`src/rtl/mem_port_arbiter.sv`:
```
// mem_port_arbiter: shares one memory port between two masters, round-robin with an m1 burst lock,
// one outstanding transaction at a time, aborted with an error flag on timeout.
module mem_port_arbiter #(
    parameter int TIMEOUT  = 16,
    parameter int LOCK_MAX = 4
) (
    input  logic        clk,
    input  logic        reset,
    input  logic        m0_req,
    input  logic        m0_rd_wr,
    input  logic [31:0] m0_addr,
    input  logic [31:0] m0_wdata,
    input  logic [3:0]  m0_mask,
    output logic [31:0] m0_rdata,
    output logic        m0_ack,
    output logic        m0_err,
    input  logic        m1_req,
    input  logic        m1_rd_wr,
    input  logic [31:0] m1_addr,
    input  logic [31:0] m1_wdata,
    input  logic [3:0]  m1_mask,
    output logic [31:0] m1_rdata,
    output logic        m1_ack,
    output logic        m1_err,
    input  logic        m1_lock,
    output logic        cs,
    output logic        mem_rd_wr,
    output logic [3:0]  mask,
    output logic [31:0] mem_addr,
    output logic [31:0] mem_write_data,
    input  logic [31:0] mem_read_data,
    input  logic        mem_valid,
    output logic        owner,
    output logic        busy
);
    localparam int TW = $clog2(TIMEOUT);
    localparam int LW = $clog2(LOCK_MAX + 1);
    typedef enum logic [1:0] {IDLE, ACCESS, DONE} state_t;
    state_t        state_q, state_d;
    logic          cs_q, cs_d, rd_wr_q, rd_wr_d, owner_q, owner_d, last_q, last_d;
    logic          err0_q, err0_d, err1_q, err1_d;
    logic [3:0]    mask_q, mask_d;
    logic [31:0]   addr_q, addr_d, wdata_q, wdata_d, rdata0_q, rdata0_d, rdata1_q, rdata1_d;
    logic [TW-1:0] tmo_q, tmo_d;
    logic [LW-1:0] lock_q, lock_d;
    logic          win, fin;
    logic [31:0]   rdata_v;
    always_comb begin
        state_d  = state_q;
        cs_d     = cs_q;
        rd_wr_d  = rd_wr_q;
        mask_d   = mask_q;
        addr_d   = addr_q;
        wdata_d  = wdata_q;
        owner_d  = owner_q;
        last_d   = last_q;
        tmo_d    = tmo_q;
        lock_d   = lock_q;
        rdata0_d = rdata0_q;
        rdata1_d = rdata1_q;
        err0_d   = err0_q;
        err1_d   = err1_q;
        win      = (last_q && m1_req && m1_lock && (!m0_req || lock_q < LW'(LOCK_MAX))) ? 1'b1 :
                   (m0_req && m1_req) ? !last_q : m1_req;
        fin      = mem_valid || tmo_q == TW'(TIMEOUT - 1);
        rdata_v  = (mem_valid && rd_wr_q) ? mem_read_data : '0;
        unique case (state_q)
            IDLE: if (m0_req || m1_req) begin
                state_d = ACCESS;
                cs_d    = 1'b1;
                owner_d = win;
                rd_wr_d = win ? m1_rd_wr : m0_rd_wr;
                mask_d  = win ? m1_mask : m0_mask;
                addr_d  = win ? m1_addr : m0_addr;
                wdata_d = win ? m1_wdata : m0_wdata;
                tmo_d   = '0;
                lock_d  = (win && m0_req) ? lock_q + 1'b1 : '0;
            end
            ACCESS: begin
                tmo_d = tmo_q + 1'b1;
                if (fin) begin
                    state_d = DONE;
                    cs_d    = 1'b0;
                    if (owner_q) begin
                        rdata1_d = rdata_v;
                        err1_d   = !mem_valid;
                    end else begin
                        rdata0_d = rdata_v;
                        err0_d   = !mem_valid;
                    end
                end
            end
            DONE: begin
                state_d = IDLE;
                last_d  = owner_q;
            end
            default: state_d = IDLE;
        endcase
    end
    always_ff @(posedge clk) begin
        if (reset) begin
            state_q  <= IDLE;
            cs_q     <= 1'b0;
            rd_wr_q  <= 1'b0;
            mask_q   <= '0;
            addr_q   <= '0;
            wdata_q  <= '0;
            owner_q  <= 1'b0;
            last_q   <= 1'b1;
            tmo_q    <= '0;
            lock_q   <= '0;
            rdata0_q <= '0;
            rdata1_q <= '0;
            err0_q   <= 1'b0;
            err1_q   <= 1'b0;
        end else begin
            state_q  <= state_d;
            cs_q     <= cs_d;
            rd_wr_q  <= rd_wr_d;
            mask_q   <= mask_d;
            addr_q   <= addr_d;
            wdata_q  <= wdata_d;
            owner_q  <= owner_d;
            last_q   <= last_d;
            tmo_q    <= tmo_d;
            lock_q   <= lock_d;
            rdata0_q <= rdata0_d;
            rdata1_q <= rdata1_d;
            err0_q   <= err0_d;
            err1_q   <= err1_d;
        end
    end
    assign cs             = cs_q;
    assign mem_rd_wr      = rd_wr_q;
    assign mask           = mask_q;
    assign mem_addr       = addr_q;
    assign mem_write_data = wdata_q;
    assign owner          = owner_q;
    assign busy           = state_q != IDLE;
    assign m0_ack         = state_q == DONE && !owner_q;
    assign m1_ack         = state_q == DONE && owner_q;
    assign m0_rdata       = rdata0_q;
    assign m1_rdata       = rdata1_q;
    assign m0_err         = err0_q;
    assign m1_err         = err1_q;
endmodule

```
`config.mk`:
```
export PLATFORM = sky130hd
export DESIGN_NAME = mem_port_arbiter
export DESIGN_NICKNAME = d
export VERILOG_FILES = /design/src/rtl/mem_port_arbiter.sv
export SDC_FILE = /design/constraint.sdc
export NUM_CORES = 1
export LEC_CHECK = 0
export CAP_MARGIN = 30
export CORE_UTILIZATION = 38
export DETAILED_ROUTE_END_ITERATION = 8
export MAX_ROUTING_LAYER = met4
export PLACE_DENSITY = 0.82
export SLEW_MARGIN = 0
export SYNTH_ARGS = -nofsm -noshare
export SYNTH_HDL_FRONTEND = slang
export SYNTH_SLANG_ARGS = --single-unit
```
`constraint.sdc`:
```
create_clock -name clk -period 1.8 [get_ports clk]
set_clock_uncertainty 0.05 [all_clocks]
set_input_delay 0.27 -clock clk [delete_from_list [all_inputs] [get_ports clk]]
set_output_delay 0.27 -clock clk [all_outputs]
set_load 0.02 [all_outputs]
```
## After elaboration in Yosys (flattened, before gate mapping)

Index checks and enable logic that the tools add are counted.

- Add/sub/neg operators: 2
- Multiply operators: 0
- Div/mod/pow operators: 0
- $lt $le $gt $ge: 1
- Equality and inequality tests: 5
- Shift operators: 0
- Mux-type cells: 16
- Bitwise operators: 1
- Reduce and logical (&&, ||, !) cells: 24

Operators by type and width:

| operator | count |
|---|---|
| 32-bit two-way mux | 3 |
| 3-bit AND reduction | 3 |
| 1-bit logical AND | 8 |
| 4-bit two-way mux | 2 |
| 4-bit one-hot mux with 2 select lines | 1 |
| 2-bit AND reduction | 3 |
| 1-bit two-way mux | 5 |
| 4-bit by 1-bit adder with 4-bit output, second input constant | 1 |
| 4-bit == test, second input constant | 1 |
| 1-bit logical NOT | 4 |
| 2-bit two-way mux | 2 |
| 2-bit != test, second input constant | 2 |
| 2-bit one-hot mux with 2 select lines | 1 |
| 2-bit nonzero test | 2 |
| 3-bit by 1-bit adder with 3-bit output, second input constant | 1 |
| 1-bit logical OR | 3 |
| 3-bit < comparator, second input constant | 1 |
| 3-bit two-way mux | 1 |
| 2-bit by 1-bit == test with 1-bit output, second input constant | 1 |
| 2-bit == test, second input constant | 1 |
| 2-bit logical NOT | 1 |
| 1-bit one-hot mux with 2 select lines | 1 |
| 1-bit NOT | 1 |

- Bits in registers: 147
- Latch bits: 0
- Bits in writable memories: 0
- Memory bits (read-only): 0
- Input port bits: 176
- Output and inout bits: 140
- Logic and storage cells: 63
- Memories: 0

## Logic depth before layout (Yosys ltp)

- Depth in word-level cells: 6
- Gate-level depth with buffers: 8
- Gate-level depth less buffers: 5

## Worst setup path after synthesis

OpenSTA, ideal clock, no wires.

- Path type: flip-flop to flip-flop
- Start point: register tmo_q[0]
- End point: register rdata0_q[10] (netlist: m0_rdata[10])
- Library setup time: 0.060 ns
- Arrival time: 1.584 ns
- Required time: 1.690 ns
- Slack: 0.107 ns
- Stages on the path, launching flop included: 7
- Path buffers: 1
- Clock period less this slack: 1.693 ns
- Cells stage by stage: dfxtp_1 ha_1 a31oi_1 nor3_1 nor2_1 clkbuf_1 a22o_1

- Cells in the longest elaborated chain, start to end: 3

RTL lines:

| what | line | source |
|---|---|---|
| from (decl) | 44 | `logic [TW-1:0] tmo_q, tmo_d;` |
| from (signal assigned) | 125 | `tmo_q <= tmo_d;` |
| 4-bit == test | 65 | `fin = mem_valid \|\| tmo_q == TW'(TIMEOUT - 1);` |
| 1-bit logical OR | 65 |  |
| 3-bit AND reduction (no source line) | -- |  |
| to (signal assigned) | 127 | `rdata0_q <= rdata0_d;` |
| to (decl) | 43 | `logic [31:0] addr_q, addr_d, wdata_q, wdata_d, rdata0_q, rdata0_d, rdata1_q, rdata1_d;` |

No other way between the ends.
A chain may end at the register's enable or synchronous reset.

## Final worst setup path

- Start point: register wdata_q[8] (netlist: mem_write_data[8])
- End point: output port mem_write_data[8]

RTL lines:

| what | line | source |
|---|---|---|
| from (decl) | 43 |  |
| from (signal assigned) | 122 | `wdata_q <= wdata_d;` |
| to (decl) | 30 | `output logic [31:0] mem_write_data,` |

No word-level cell between the ends.

==> summary.txt <==
Yosys
  • Synth Cell Area: 5560 µm²
  • Main synth FF type: dfxtp_1
  • Post-synth top area share: 52.9%
  • Synth Area in Simple Gates: approximately 14%
  • Synth Area in Adders: less than 1%
  • Yosys top cell by area: dfxtp_1
  • Synthesized flop and latch total: between 100 and 150
  • Post-Synth XOR/XNOR Area: 0%
  • Synth top area cells: dfxtp_1 (53%), a22o_1 (10%), a211oi_1 (9.6%)
  • Syn Nets: 786
  • Post-synthesis sequential area ratio: a little over half
  • Mux cell area share after synthesis: 0.180%
  • Most frequent cell after synthesis: dfxtp_1
  • Synth Warn #: 0
  • Largest family of logic cells by synthesized area: compound AO/OA/AOI/OAI gates
  • Avg Inst Size Synth: just over 9 µm²
  • Compound-Gate Fraction of Synth Area: roughly 28%
  • Fraction of registers with async set/reset: 0%
  • Commonest cells post-synth: dfxtp_1 (147), nor2_1 (80), nand2_1 (78), a211oi_1 (71), a21oi_1 (71)
  • Post-synth EDFFs: 0
  • Yosys cell types: 30
  • Post-Synthesis Cells: between 600 and 700

Drt
  • DRT Pass-1 Iters: 5
  • # DRC: 0
  • WL final: 18900 µm
  • Initial DRC Count: between 300 and 400
  • Antenna-violating nets left: 0
  • Wirelength per Cell: 17.0 µm
  • Vias per inst: 5.21
  • Via count: just under 6000

Clocking
  • Hold buffers post-CTS: 0
  • Worst-skew pair later-pin latency: between 0.4 and 0.5 ns
  • CTS Sinks: 147
  • Root Buffer: clkbuf_16
  • Htree depth: 4
  • CTS Buffer Depth: 2
  • Clock transition at path regs: 0.07 ns
  • Post-CTS setup repair buffer count: 0
  • CTS tree: yes
  • Total CTS buffers: 17

GRT
  • Vias in the first global route: about 5500
  • Pin count of the biggest net entering global routing: 54
  • GRT Residual Overflow: 0
  • First-pass GRT wire length: 28000 µm
  • Initial antenna violation count: 0
  • GRT Total Usage: 24.9%

Floorplan
  • Die Area: 15100 µm²
  • Starting Density: 39.4%
  • Core ar.: 14100 µm²
  • Die width: 123 µm
  • DIE HEIGHT: 123 µm
  • # IOs: ~320
  • FP Rows: between 40 and 50

Setup path
  • R2R Path Start: state_q[1]
  • Cell family with the largest share of critical-path delay: buffers and inverters
  • R2r worst-path depth: 5
  • Setup CP Type: flip-flop to output port
  • Startpoint Class: flip-flop
  • Slowest stage delay, CP: around 0.66 ns
  • CP max stage cell: clkdlybuf4s50_1
  • Cells along the critical path: clkdlybuf4s50_1
  • Reg-to-Reg End: mem_addr[1]
  • Largest fanout on the critical path: 2
  • Worst Setup End Kind: output port
  • R2R setup slack: 0.09 ns
  • WP data required: 1.48 ns
  • CP arrival: 1.43 ns
  • CP Buf/Inv Count: 1

Outcome
  • Status: complete, no violations

Hold path
  • Hold Path Sink: mem_addr[27]
  • Worst hold-check path type: primary input to flip-flop
  • Hold Crit Depth: 3
  • HP Start: m0_addr[27]

Timing
  • Final setup violation count: 0
  • Slew Viols, Final: 0
  • Fin crit period: about 1.8 ns
  • Final setup TNS: 0 ns
  • Worst-Margin Slew: 0.589 ns
  • Hold Fails Final Rpt: 0
  • Max Fclk: approximately 0.57 GHz
  • RSZ-0062 raised after global routing: no
  • Worst rel slew slack: 60.7%
  • Period utilization: 97.5%
  • Final WS setup: about 0.045 ns

Placed design
  • # port buffers: 315
  • Routability cong.: 0.814
  • Dpl ws: -0.189 ns
  • Post-DP HPWL: 13300 µm

Power
  • Largest vdd supply drop: 0.663 mV
  • Pwr/cell area: 947 nW/µm²
  • Leak pwr: 3.77 nW
  • Total design power: between 0.009 and 0.01 W

Cells and area
  • Area Growth Syn to Fin: 74.3%
  • Nets: 1096
  • Share of cells above drive strength 1: 8.81%
  • Fill cell count: 1128
  • Diode count: 0

Flow run
  • Max Cap Viol: 0
[layout make-up]
class                      instances  area, µm²  area share (%)
timing repair buffer             346       3520            36.4
sequential                       147       2940            30.4
multi-input combinational        405       2380            24.6
clock buffer                      17        425            4.39
tap                              180        225            2.32
clock inverter                    15        183            1.89
inverter                           1       3.75          0.0387
[through the flow]
stage               utilization (%)  hold WS (ns)  cells  instance area, µm²
finish                         68.7         0.354   1111                9690
global route                   68.7         0.353   1111                9690
CTS                            68.8         0.337   1111                9690
detailed placement             64.5         0.404   1079                9090
global placement               64.5         0.394   1079                9090
floorplan                         -         0.335    608                5560
[timing repair]
action,in CTS,in global routing
gates resized for setup,7,4
cloned,0,0
setup endpoints to repair,5,3
[where the power goes]
part | internal [W] | switching [W] | leakage [nW]
logic | 0.00100 | 0.000949 | 2.27
registers | 0.00346 | 0.000116 | 1.20
clock network | 0.00211 | 0.00153 | 0.298
total | 0.00658 | 0.00259 | 3.77
[placed cells by master, fill, tap and decap left out, types with 6 or more instances in the layout]
master and instances:
a21oi_2 7, a21oi_1 71, a22o_1 64, buf_4 20, nand2_1 78, nor3_1 6
buf_12 12, inv_6 7, nor2_1 78, dfxtp_1 147, a211oi_1 71, clkbuf_16 17
clkdlybuf4s50_1 308
[how the worst max path moves through the flow]
stage,start,endpoint,slack (ns),depth (start not counted)
floorplan,tmo_q[0],m0_rdata[10],0.11,6
global placement,m1_lock,mem_write_data[9],-0.05,6
detailed placement,m1_lock,mem_write_data[10],-0.19,6
CTS,state_q[0],m1_ack,0.01,3
global route,state_q[1],busy,0.003,2
finish,mem_write_data[8],mem_write_data[8],0.05,1
[cell families after synthesis]
kind of cell / after synthesis
AO/OA/AOI/OAI: 220
AND/OR/NAND/NOR: 182
flip-flops: 147
buffers and inverters: 56
adder cells (fa/ha/maj): 2
multiplexers: 1
[sequential cells by signal, summed over array words and instances (netlist names)]
name,count
m0_rdata,32
m1_rdata,32
mem_addr,32
mem_write_data,32
mask,4
tmo_q,4
lock_q,3
state_q,2
cs,1
last_q,1
m0_err,1
m1_err,1
mem_rd_wr,1
owner,1
[layer usage]
metal | GRT usage [%] | vias to the layer above | share of wire (%)
met2 | 40.9 | 273 | 48
met3 | 7.24 | 43 | 8.8
li1 | - | 2798 | -
met1 | 27.9 | 2677 | 40
met4 | 11.1 | 0 | 3.1
met5 | - | - | 0
Power figures use the tool's default switching activity.
